==> src/rtl/pc_gen_pkg.sv <==
// pc_gen_pkg: shared fetch-unit constants, FSM encodings and branch func3 codes.
package pc_gen_pkg;
    typedef enum logic [1:0] {
        RUN   = 2'd0,
        HOLD  = 2'd1,
        FLUSH = 2'd2
    } pc_state_t;
    localparam logic [31:0] PC_INC = 32'd4;
    localparam logic [2:0] F3_BEQ  = 3'b000;
    localparam logic [2:0] F3_BNE  = 3'b001;
    localparam logic [2:0] F3_BLT  = 3'b100;
    localparam logic [2:0] F3_BGE  = 3'b101;
    localparam logic [2:0] F3_BLTU = 3'b110;
    localparam logic [2:0] F3_BGEU = 3'b111;
endpackage

==> src/rtl/pc_gen.sv <==
// pc_gen: fetch PC generator with stall-safe redirects and wrong-path flush window.
module pc_gen
    import pc_gen_pkg::*;
#(
    parameter logic [31:0] RESET_PC     = 32'h0000_0000,
    parameter int          FLUSH_CYCLES = 2
) (
    input  logic        i_Clk,
    input  logic        i_Rst_n,
    input  logic        i_Stall,
    input  logic        i_Is_Branch,
    input  logic        i_Branch,
    input  logic        i_Jump,
    input  logic [31:0] i_Target,
    output logic [31:0] o_PC,
    output logic        o_PC_Valid,
    output logic        o_Flush,
    output logic        o_Misalign
);
    if (FLUSH_CYCLES < 1 || FLUSH_CYCLES > 7) begin : g_bad_flush
        $error("pc_gen: FLUSH_CYCLES must be in 1..7");
    end
    localparam logic [2:0] FC = 3'(FLUSH_CYCLES);
    pc_state_t   state, state_d;
    logic [2:0]  cnt, cnt_d;
    logic [31:0] pend, pend_d, pc_d, tgt, pc_inc;
    logic        req, mis_d;
    assign req     = i_Jump | (i_Is_Branch & i_Branch);
    assign tgt     = {i_Target[31:2], 2'b00};
    assign pc_inc  = o_PC + PC_INC;
    assign o_Flush = state != RUN;
    always_comb begin
        state_d = state;
        pc_d    = o_PC;
        cnt_d   = cnt;
        pend_d  = pend;
        mis_d   = 1'b0;
        case (state)
            RUN: begin
                if (req) begin
                    mis_d = i_Target[1];
                    if (i_Stall) begin
                        pend_d  = tgt;
                        state_d = HOLD;
                    end else begin
                        pc_d    = tgt;
                        cnt_d   = FC;
                        state_d = FLUSH;
                    end
                end else if (!i_Stall) begin
                    pc_d = pc_inc;
                end
            end
            HOLD: begin
                if (!i_Stall) begin
                    pc_d    = pend;
                    cnt_d   = FC;
                    state_d = FLUSH;
                end
            end
            FLUSH: begin
                // EX redirects here come from wrong-path instructions and are dropped
                if (!i_Stall) begin
                    pc_d    = pc_inc;
                    cnt_d   = cnt - 3'd1;
                    state_d = (cnt == 3'd1) ? RUN : FLUSH;
                end
            end
            default: state_d = RUN;
        endcase
    end
    always_ff @(posedge i_Clk) begin
        if (!i_Rst_n) begin
            state      <= RUN;
            o_PC       <= RESET_PC;
            o_PC_Valid <= 1'b0;
            o_Misalign <= 1'b0;
            cnt        <= 3'd0;
            pend       <= 32'd0;
        end else begin
            state      <= state_d;
            o_PC       <= pc_d;
            o_PC_Valid <= 1'b1;
            o_Misalign <= mis_d;
            cnt        <= cnt_d;
            pend       <= pend_d;
        end
    end
endmodule
==> config.mk <==
export PLATFORM = sky130hd
export DESIGN_NAME = pc_gen
export DESIGN_NICKNAME = d
export VERILOG_FILES = /design/src/rtl/pc_gen_pkg.sv /design/src/rtl/pc_gen.sv
export SDC_FILE = /design/constraint.sdc
export NUM_CORES = 1
export LEC_CHECK = 0
export ABC_AREA = 1
export BUFFER_PORTS_ARGS = -buffer_cell sky130_fd_sc_hd__buf_4
export CORE_ASPECT_RATIO = 0.6
export CORE_MARGIN = 5
export CORE_UTILIZATION = 46
export CTS_BUF_LIST = sky130_fd_sc_hd__clkbuf_2
export CTS_CLUSTER_SIZE = 10
export DETAILED_ROUTE_END_ITERATION = 8
export GPL_TIMING_DRIVEN = 0
export PLACE_DENSITY = 0.76
export SYNTH_ARGS = -nofsm -noshare
export SYNTH_HDL_FRONTEND = slang
export SYNTH_SLANG_ARGS = --single-unit
==> constraint.sdc <==
create_clock -name i_Clk -period 4.3 [get_ports i_Clk]
set_clock_uncertainty 0.15 [all_clocks]
set_input_delay 0.86 -clock i_Clk [delete_from_list [all_inputs] [get_ports i_Clk]]
set_output_delay 0.86 -clock i_Clk [all_outputs]
set_load 0.05 [all_outputs]
==> key figures, run 1 <==
Logic synthesis
  – Seq cells post-synth: 67
  – Yosys warnings: 0
  – Top cells by area, synth: dfxtp_1 30%, nand2_1 14%, a21oi_1 9.7%
  – Post-synth EDFFs: 0
  – Top-area cell type share of the netlist area: 30.33%
  – Cell taking the most area after synthesis: dfxtp_1
  – Count leader, synth: nand2_1
  – Mapped Cells: 688
  – Commonest cells post-synth: 161 x nand2_1, 86 x a21oi_1, 86 x nor2_1
  – Post-synth top flop: dfxtp_1
  – Number of distinct library cells after synthesis: 44
  – Mean Syn Cell Area: 6.429 um^2
  – Sequential element share of the synthesized area: 30.33%
  – Post-synth ARST share: 0%
  – Synthesized area: 0.004423 mm^2

Drt
  – DRT Pass-1 Iters: 5
  – Initial DRC Count: a little under 800
  – Post-Route WL: 16210 um
  – Number of remaining DRC errors: 0
  – Vias per inst: 5.664
  – Vias: 5115
  – DR WL/cell: 17.95 um
  – Antenna-violating nets left: 0

Power
  – Power Total: 0.003757 W
  – Leak: 2.355 nW
  – Power density over cell area: approximately 720 mW/mm^2
  – VDD IR max: 0.2992 mV

Floorplan
  – Row count: 27
  – Die Span Y: 85.96 um
  – Die Wd: between 100 and 150 um
  – Initial core utilization: around 48%
  – Die area: 0.01174 mm^2
  – IO Count: 73
  – Core footprint: 0.009290 mm^2

GRT
  – Initial antenna violation count: 0
  – Vias in the first global route: about 4.7k
  – GRT Total Usage: 28.02%
  – First-pass GRT wire length: 25340 um
  – GR Overflow Total: 0
  – Pin count of the biggest net entering global routing: 14

Placed design
  – HPWL Detailed: 12380 um
  – Placed Instance Area: 0.005100 mm^2
  – IO buf count: 68
  – Routability Congestion: between 0.9 and 1

Timing
  – Crit share post-route: 62.18%
  – TNS Setup: 0 ps
  – Post-layout min period: 2674 ps
  – Hold slack: approximately 270 ps
  – Rel. slew slack: 56.51%
  – Max Clock Freq: 374.0 MHz
  – Final Hold Viols: 0
  – Worst slew pin tran: 652.3 ps
  – Max Slew Vio Count: 0
  – RSZ-0062 raised after global routing: no
  – Setup-failing EPs final: 0

Setup path
  – FF-to-FF Start: state[0]
  – Critical path peak fanout: 5
  – Worst EP arrival: 1660 ps
  – CP startpoint: state[0]
  – Startpoint types: register
  – Worst path required time: 3290 ps
  – Critical path class: reg2out
  – Crit. End Element: output port

Finish
  – Final instance area: 0.005223 mm^2
  – Diodes inserted: 0
  – Nets: slightly above 800
  – Area Growth Syn to Fin: 18.08%
  – Final core occ: 56.22%
  – Share of cells above drive strength 1: 16.82%

Outcome
  – Status: finished, final reports clean

Run
  – Max cap viols: 0

Clocking
  – CTS tree: done
  – Root Driver: clkbuf_2
  – Worst-Skew Late Latency: 600 ps
  – CTS Hold Bufs: 0
  – Cts repair resizes: 0
  – Clock sinks: 67
  – CTS buffer count: 9
  – H-Tree Depth: 3
  – Clock Pin Slew Worst Setup and Hold Paths: 220 ps
  – Post-CTS setup buffers: 0
  – Clock Tree Buf Depth: 2

Worst hold path
  – Worst hold start: i_Rst_n
  – Path type of the worst min-delay path: in2reg
-- metrics by stage --
step                worst slack (ps)  cells
floorplan                       2028    689
global placement                1503    887
detailed placement              1477    887
CTS                             1619    903
global route                    1508    903
finish                          1626    903
-- critical path: stages (launching register included) --
cell and delay [ps]:
dfxtp_1 420, inv_1 90, ha_1 290, inv_1 80, buf_4 190
-- layout by cell type (no fill, tap or decap), types with 4 or more instances in the layout --
master / count
nand2_2: 5
a21oi_1: 86
dfxtp_1: 67
nor2_4: 6
nand2_1: 161
nor3_1: 4
xor2_1: 5
ha_1: 7
clkbuf_1: 25
nand3b_1: 9
a31oi_1: 4
xnor2_1: 5
buf_2: 6
clkbuf_2: 10
a22o_1: 4
nor2_1: 86
inv_1: 48
nand3_1: 35
buf_4: 71
o21ai_0: 78
-- power breakdown --
group	leakage, nW	internal [W]	total [W]	switching (W)
clock network	0.0731	0.000142	0.000417	0.000275
logic	1.73	0.000655	0.00222	0.00156
registers	0.554	0.000824	0.00112	0.000300
-- worst paths after layout --
| kind | end | slack [ps] | cells past startpoint |
|---|---|---|---|
| setup reg to reg | o_PC[3] | 1810 | 11 |
| hold reg to reg | pend[2] | 340 | 2 |
| hold / removal | o_PC_Valid | 270 | 1 |
| setup / recovery | o_Flush | 1630 | 4 |
-- area by class of cell --
| type | instances | area (um^2) |
|---|---|---|
| sequential | 67 | 1341 |
| tap | 130 | 162.7 |
| clock buffer | 10 | 50.05 |
| clock inverter | 6 | 72.57 |
| fill | 922 | 4068 |
| inverter | 52 | 200.2 |
| multi-input combinational | 531 | 2688 |
| buffer | 39 | 197.7 |
| timing repair buffer | 68 | 510.5 |
-- state kept, by name, indices dropped and copies added, names as in the netlist --
| name | cells |
|---|---|
| state | 2 |
| o_Misalign | 1 |
| o_PC_Valid | 1 |
| pend | 30 |
| cnt | 3 |
| o_PC | 30 |
-- kinds of logic (layout without fill, tap and decap cells) --
logic type               count (synthesis)  after routing  synth area share, %
XOR/XNOR                                10             10                1.980
AND/OR/NAND/NOR                        328            328                34.74
AO/OA/AOI/OAI                          184            184                21.89
flip-flops                              67             67                30.33
buffers and inverters                   91            175                8.995
other                                    1              2              0.08478
adder cells (fa/ha/maj)                  7              7                1.980
-- per-layer routing --
layer | vias up | track usage, % | part of all wire, %
met5 | - | 0 | 0
met2 | 358 | 36.42 | 37
met1 | 2306 | 43.09 | 47
met4 | 0 | 7.594 | 1.7
met3 | 33 | 9.027 | 14
li1 | 2418 | - | -
(Power assumes the default switching activity.)
==> inputs of run 2 (changes only) <==
--- a/config.mk
+++ b/config.mk
@@ -14,7 +14,7 @@
 export CTS_CLUSTER_SIZE = 10
 export DETAILED_ROUTE_END_ITERATION = 8
 export GPL_TIMING_DRIVEN = 0
-export PLACE_DENSITY = 0.76
+export PLACE_DENSITY = 0.79
 export SYNTH_ARGS = -nofsm -noshare
 export SYNTH_HDL_FRONTEND = slang
 export SYNTH_SLANG_ARGS = --single-unit
==> constraint.sdc (replaced) <==
create_clock -name i_Clk -period 2.4 [get_ports i_Clk]
set_clock_uncertainty 0.15 [all_clocks]
set_input_delay 0.48 -clock i_Clk [delete_from_list [all_inputs] [get_ports i_Clk]]
set_output_delay 0.48 -clock i_Clk [all_outputs]
set_load 0.05 [all_outputs]
==> run 2 against run 1 <==
Effect of this change:
- sequential cell count stayed put
- wire length rose by 0.67%
- highest routed layer unchanged
- critical path type is now reg2reg
- non-clock buffer count is 19 higher
- critical endpoint is now o_PC[16]
- global-route usage decreased by 0.088 points
- sequential share of layout area fell by 0.83 points
- clock power up 52%
- register-to-register slack got worse by 1600 ps
==> key figures, run 2 (same netlist as run 1, synthesis figures left out) <==
Outcome
  – Status: finished, final reports clean (unchanged)

Floorplan
  – Die Wd: 136.6 um (unchanged)
  – Row count: 27 (unchanged)
  – IO Count: 73 (unchanged)
  – Die area: 0.01174 mm^2 (unchanged)
  – Die Span Y: 85.96 um (unchanged)
  – Initial core utilization: 47.61% (unchanged)
  – Core footprint: 0.009290 mm^2 (unchanged)

Drt
  – Antenna-violating nets left: 0 (unchanged)
  – Vias per inst: 5.706 (was 5.664)
  – Vias: 5261 (was 5115)
  – DRT Pass-1 Iters: 8 (was 5)
  – DR WL/cell: 17.70 um (was 17.95 um)
  – Initial DRC Count: 814 (was 789)
  – Post-Route WL: 16320 um (was 16210 um)
  – Number of remaining DRC errors: 0 (unchanged)

Setup path
  – FF-to-FF Start: o_PC[2] (was state[0])
  – Crit-path cells: ha_1, nand3_2, nor2_4, nand3_4, o21ai_0, a21oi_1, o21ai_0, a21oi_1 (was inv_1, ha_1, inv_1, buf_4)
  – Worst EP arrival: 2580 ps (was 1660 ps)
  – Critical path class: reg2reg (was reg2out)
  – Critical-path top delay cell: dfxtp_1 (unchanged)
  – Worst reg-to-reg path cell count: 8 (was 11)
  – Crit. End Element: register (was output port)
  – Worst path max stage delay: 580 ps (was 420 ps)
  – CP startpoint: o_PC[2] (was state[0])
  – Critical path peak fanout: 6 (was 5)
  – Flop2flop setup slack: 170 ps (was 1810 ps)
  – Worst path required time: 2750 ps (was 3290 ps)
  – Last element of the critical path: o_PC[16] (was o_Flush)
  – R2R Path End: o_PC[16] (was o_PC[3])
  – Startpoint types: register (unchanged)

Placed design
  – HPWL Detailed: 12290 um (was 12380 um)
  – IO buf count: 68 (unchanged)
  – Placed Instance Area: 0.005100 mm^2 (unchanged)
  – Routability Congestion: 0.9930 (was 0.9830)
  – Placed cells: 887 (unchanged)

Clocking
  – CTS buffer count: 9 (unchanged)
  – Worst-Skew Late Latency: 580 ps (was 600 ps)
  – Clock Tree Buf Depth: 2 (unchanged)
  – Post-CTS setup buffers: 0 (unchanged)
  – Clock sinks: 67 (unchanged)
  – CTS tree: done (unchanged)
  – Root Driver: clkbuf_2 (unchanged)
  – H-Tree Depth: 3 (unchanged)
  – Clock Pin Slew Worst Setup and Hold Paths: 220 ps (about the same)

Power
  – Power Total: 0.006678 W (was 0.003757 W)
  – Power density over cell area: 1237 mW/mm^2 (was 719.4 mW/mm^2)
  – VDD IR max: 0.5477 mV (was 0.2992 mV)
  – Leak: 2.428 nW (was 2.355 nW)

Timing
  – Setup-failing EPs final: 0 (unchanged)
  – Post-layout min period: 2230 ps
  – RSZ-0062 raised after global routing: no (unchanged)
  – Crit share post-route: 92.93%
  – Final Hold Viols: 0 (unchanged)
  – TNS Setup: 0 ps (unchanged)
  – Max Slew Vio Count: 0 (unchanged)
  – Max Clock Freq: 448.3 MHz
  – Worst slew pin tran: 654.4 ps (was 652.3 ps)
  – Rel. slew slack: 56.37% (was 56.51%)

GRT
  – Initial antenna violation count: 0 (unchanged)
  – GR Overflow Total: 0 (unchanged)
  – GRT Total Usage: 27.94% (was 28.02%)
  – Vias in the first global route: 4812 (was 4700)
  – Pin count of the biggest net entering global routing: 14 (unchanged)
  – First-pass GRT wire length: 25270 um (was 25340 um)

Finish
  – Share of cells above drive strength 1: 16.92% (was 16.82%)
  – Largest regs: o_PC (30), pend (30), cnt (3) (unchanged)
  – Nets: 832 (was 813)
  – Non-filler cells, final: 922 (was 903)
  – Area of the multi-input gates: 0.002690 mm^2 (was 0.002688 mm^2)
  – Fillers: 866 (was 922)
  – FF+latch area: 0.001341 mm^2 (unchanged)
  – Most frequent cells in the layout: 161 x nand2_1, 86 x nor2_1, 86 x a21oi_1 (unchanged)
  – Final instance area: 0.005396 mm^2 (was 0.005223 mm^2)
  – Area Growth Syn to Fin: 22.01% (was 18.08%)
  – Commonest non-fill, non-tap cell in the layout: nand2_1 (unchanged)
  – Diodes inserted: 0 (unchanged)

Run
  – Max cap viols: 0 (unchanged)

Worst hold path
  – Worst hold start: i_Target[31] (was i_Rst_n)
  – Path type of the worst min-delay path: in2reg (unchanged)
[run 2: worst max-delay path, delay by kind of cell (launching register included)]
kind	cells	cell delay (ps)
adder cells (fa/ha/maj)	1	300
flip-flops	1	580
AO/OA/AOI/OAI	4	680
AND/OR/NAND/NOR	3	430
[run 2: timing repair]
item / 4_1_cts / 5_1_grt
hold buffers: 15 / 4
resized for setup: 0 / 7
endpoints found under the hold margin: 15 / 4
endpoints found under the setup margin: 0 / 18
[run 2: worst min path at each step]
stage          cells after the start       end
2_1_floorplan                      2   pend[2]
5_1_grt                            3  pend[21]
3_3_place_gp                       2   pend[2]
3_5_place_dp                       2   pend[2]
6_report                           3  pend[31]
4_1_cts                            3  pend[25]
[run 2: layout make-up]
cell class,count,area share (%)
multi-input combinational,531,49.85
clock inverter,6,0.9274
buffer,39,3.733
sequential,67,24.86
clock buffer,10,0.9274
inverter,52,3.710
timing repair buffer,87,12.98
tap,130,3.014
[run 2: report_power, final]
part	internal, W	switching, W	total (W)
Clock	0.000149	0.000484	0.000633
Sequential	0.00148	0.000527	0.00200
Combinational	0.00121	0.00283	0.00404
[run 2: per-layer routing]
metal  track usage, %  share of wire (%)  vias to the layer above
met5                0                  0                        -
li1                 -                  -                     2466
met1            38.91                 42                     2355
met3            13.25                 17                       47
met4            9.332                2.8                        0
met2            37.31                 38                      393
[run 2: metrics by stage]
step / util (%) / hold WS [ps] / setup slack (ps)
after floorplan: - / 290.2 / 127.8
after global placement: 54.90 / 304.6 / 27.71
after detailed placement: 54.90 / 311.6 / 19.17
after CTS: 57.59 / 0.2899 / 85.03
after global routing: 58.09 / 1.345 / 24.26
final: 58.09 / 17.76 / 169.6
==> inputs of run 3 (changes only) <==
--- a/config.mk
+++ b/config.mk
@@ -9,12 +9,11 @@
 export BUFFER_PORTS_ARGS = -buffer_cell sky130_fd_sc_hd__buf_4
 export CORE_ASPECT_RATIO = 0.6
 export CORE_MARGIN = 5
-export CORE_UTILIZATION = 46
+export CORE_UTILIZATION = 53
 export CTS_BUF_LIST = sky130_fd_sc_hd__clkbuf_2
 export CTS_CLUSTER_SIZE = 10
 export DETAILED_ROUTE_END_ITERATION = 8
-export GPL_TIMING_DRIVEN = 0
-export PLACE_DENSITY = 0.79
+export PLACE_DENSITY = 0.88
 export SYNTH_ARGS = -nofsm -noshare
 export SYNTH_HDL_FRONTEND = slang
 export SYNTH_SLANG_ARGS = --single-unit
==> run 3 against run 2 <==
Effect of this change:
- register-to-register slack better by 70 ps
- worst setup slack better by 2.3 ps
- total power down 0.97%
- cell count is 5.7% lower
- sequential share of layout area up 0.61 points
- combinational power fell by 4%
- first-iteration DRC count rose by 1.6%
- sequential power is essentially flat
- hold slack better by 19 ps
- core utilization is 7.8 points higher
- clock power grew 19%
==> key figures, run 3 (same netlist as run 1, synthesis figures left out) <==
Timing
  – Post-layout min period: 2228 ps (was 2230 ps)
  – Worst slew pin tran: 564.9 ps (was 654.4 ps)
  – TNS Setup: 0 ps (unchanged)
  – Max Clock Freq: 448.8 MHz (was 448.3 MHz)
  – RSZ-0062 raised after global routing: no (unchanged)
  – Final setup margin: 171.9 ps (was 169.6 ps)
  – Rel. slew slack: 62.34% (was 56.37%)
  – Crit share post-route: 92.84% (was 92.93%)
  – Setup-failing EPs final: 0 (unchanged)
  – Final Hold Viols: 0 (unchanged)
  – Max Slew Vio Count: 0 (unchanged)

Finish
  – Share of cells above drive strength 1: 17.61% (was 16.92%)
  – Largest regs: o_PC (30), pend (30), cnt (3) (unchanged)
  – Most frequent cells in the layout: 161 x nand2_1, 86 x nor2_1, 86 x a21oi_1 (unchanged)
  – Commonest non-fill, non-tap cell in the layout: nand2_1 (unchanged)
  – Final core occ: 65.84% (was 58.09%)
  – Nets: 801 (was 832)
  – Final instance area: 0.005273 mm^2 (was 0.005396 mm^2)
  – Diodes inserted: 0 (unchanged)
  – Area Growth Syn to Fin: 19.21% (was 22.01%)
  – Fillers: 725 (was 866)

GRT
  – Initial antenna violation count: 0 (unchanged)
  – Vias in the first global route: 4722 (was 4812)
  – Pin count of the biggest net entering global routing: 63 (was 14)
  – GR Overflow Total: 0 (unchanged)
  – First-pass GRT wire length: 23100 um (was 25270 um)
  – GRT Total Usage: 28.36% (was 27.94%)

Clocking
  – CTS tree: done (unchanged)
  – Root Driver: clkbuf_2 (unchanged)
  – H-Tree Depth: 3 (unchanged)
  – CTS buffer count: 9 (unchanged)
  – Clock Pin Slew Worst Setup and Hold Paths: 230 ps (was 220 ps)
  – Clock sinks: 67 (unchanged)
  – Worst-Skew Late Latency: 570 ps (was 580 ps)
  – Clock Tree Buf Depth: 2 (unchanged)

Power
  – Internal Pwr Total: 0.002946 W (was 0.002831 W)
  – Power Total: 0.006613 W (was 0.006678 W)
  – Clock power frac: 11.4% (was 9.5%)
  – Power density over cell area: 1254 mW/mm^2 (was 1237 mW/mm^2)
  – Comb pwr share: 58.6% (was 60.5%)
  – Net Sw Frac: 55.45% (was 57.60%)
  – Sequential Power Share: 30.0% (about the same)
  – VDD IR max: 0.5929 mV (was 0.5477 mV)
  – Leak: 2.396 nW (was 2.428 nW)
  – NetSw: 0.003667 W (was 0.003847 W)

Floorplan
  – Die area: 0.01033 mm^2 (was 0.01174 mm^2)
  – Die Wd: 127.9 um (was 136.6 um)
  – Core footprint: 0.008008 mm^2 (was 0.009290 mm^2)
  – IO Count: 73 (unchanged)
  – Initial core utilization: 55.23% (was 47.61%)
  – Die Span Y: 80.76 um (was 85.96 um)
  – Row count: 25 (was 27)

Setup path
  – Critical path peak fanout: 5 (was 6)
  – CP startpoint: state[1] (was o_PC[2])
  – Crit. End Element: output port (was register)
  – Critical path class: reg2out (was reg2reg)
  – R2R Path End: o_PC[30] (was o_PC[16])
  – FF-to-FF Start: o_PC[3] (was o_PC[2])
  – Flop2flop setup slack: 240 ps (was 170 ps)
  – Last element of the critical path: o_Flush (was o_PC[16])
  – Worst path required time: 1770 ps (was 2750 ps)
  – Worst EP arrival: 1600 ps (was 2580 ps)
  – Startpoint types: register (unchanged)
  – Worst reg-to-reg path cell count: 11 (was 8)

Drt
  – DRT Pass-1 Iters: 6 (was 8)
  – Post-Route WL: 14540 um (was 16320 um)
  – Vias: 5043 (was 5261)
  – Number of remaining DRC errors: 0 (unchanged)
  – DR WL/cell: 16.73 um (was 17.70 um)
  – Initial DRC Count: 827 (was 814)
  – Vias per inst: 5.803 (was 5.706)
  – Antenna-violating nets left: 0 (unchanged)

Worst hold path
  – Path type of the worst min-delay path: in2reg (unchanged)

Placed design
  – Placed Instance Area: 0.005020 mm^2 (was 0.005100 mm^2)
  – Place WS: 340.8 ps (was 19.17 ps)
  – HPWL Detailed: 10260 um (was 12290 um)
  – IO buf count: 69 (was 68)
  – Routability Congestion: 0.9395 (was 0.9930)

Run
  – Max cap viols: 0 (unchanged)

Outcome
  – Status: finished, final reports clean (unchanged)
## run 3: cell count changes in the layout (fill, tap and decap cells not counted), moves of 2 or more
| cell | change |
|---|---|
| clkbuf_2 | -4 |
| buf_12 | +2 |
| buf_6 | -3 |
| clkbuf_1 | -22 |
| buf_2 | -6 |
| dlygate4sd3_1 | -7 |
| buf_4 | +10 |
## run 3: metal layers
metal / routed length (um) / GRT usage [%]
met5: 0 / 0
met2: 6038 / 42.43
met4: 283 / 9.852
met1: 6244 / 39.10
met3: 1972 / 8.279
## run 3: cell type report
type	count	area (um^2)	area share [%]
well taps	108	135.1	2.563
clock buffers	9	45.04	0.8543
multi-input cells	531	2698	51.16
clock inverters	7	83.83	1.590
inverters	52	200.2	3.797
repair buffers	95	768.2	14.57
flip-flops and latches	67	1343	25.46
## run 3: worst min path at each step
| stage | start | end | slack, ps | cells after the start |
|---|---|---|---|---|
| global placement | pend[2] | pend[2] | 310 | 2 |
| global route | i_Target[28] | pend[28] | 5 | 3 |
| floorplan | pend[2] | pend[2] | 290 | 2 |
| CTS | i_Target[5] | pend[5] | 2 | 3 |
| detailed placement | pend[2] | pend[2] | 320 | 2 |
| finish | i_Target[26] | pend[26] | 40 | 3 |
## run 3: power by group through the flow
stage               Combinational, W  Clock (W)  Sequential (W)
floorplan                    0.00192          0         0.00263
global route                 0.00413   0.000820         0.00202
finish                       0.00387   0.000754         0.00199
detailed placement           0.00375          0         0.00197
global placement             0.00365          0         0.00195
CTS                          0.00378   0.000766         0.00195
## run 3: timing repair
item	CTS	global route
endpoints found under the setup margin	0	1
hold buffers	10	2
buffers inserted	0	0
endpoints found under the hold margin	10	2
resized for setup	0	2
## run 3: stage by stage
| stage | instances | hold slack [ps] |
|---|---|---|
| 2_1_floorplan | 689 | 290.2 |
| 3_3_place_gp | 841 | 306.0 |
| 3_5_place_dp | 841 | 315.2 |
| 4_1_cts | 867 | 2.441 |
| 5_1_grt | 869 | 4.508 |
| 6_report | 869 | 37.07 |
## run 3: critical path: stages (launching register included)
cell and delay [ps]:
dfxtp_1 450, inv_1 100, ha_2 230, inv_1 70
buf_4 190
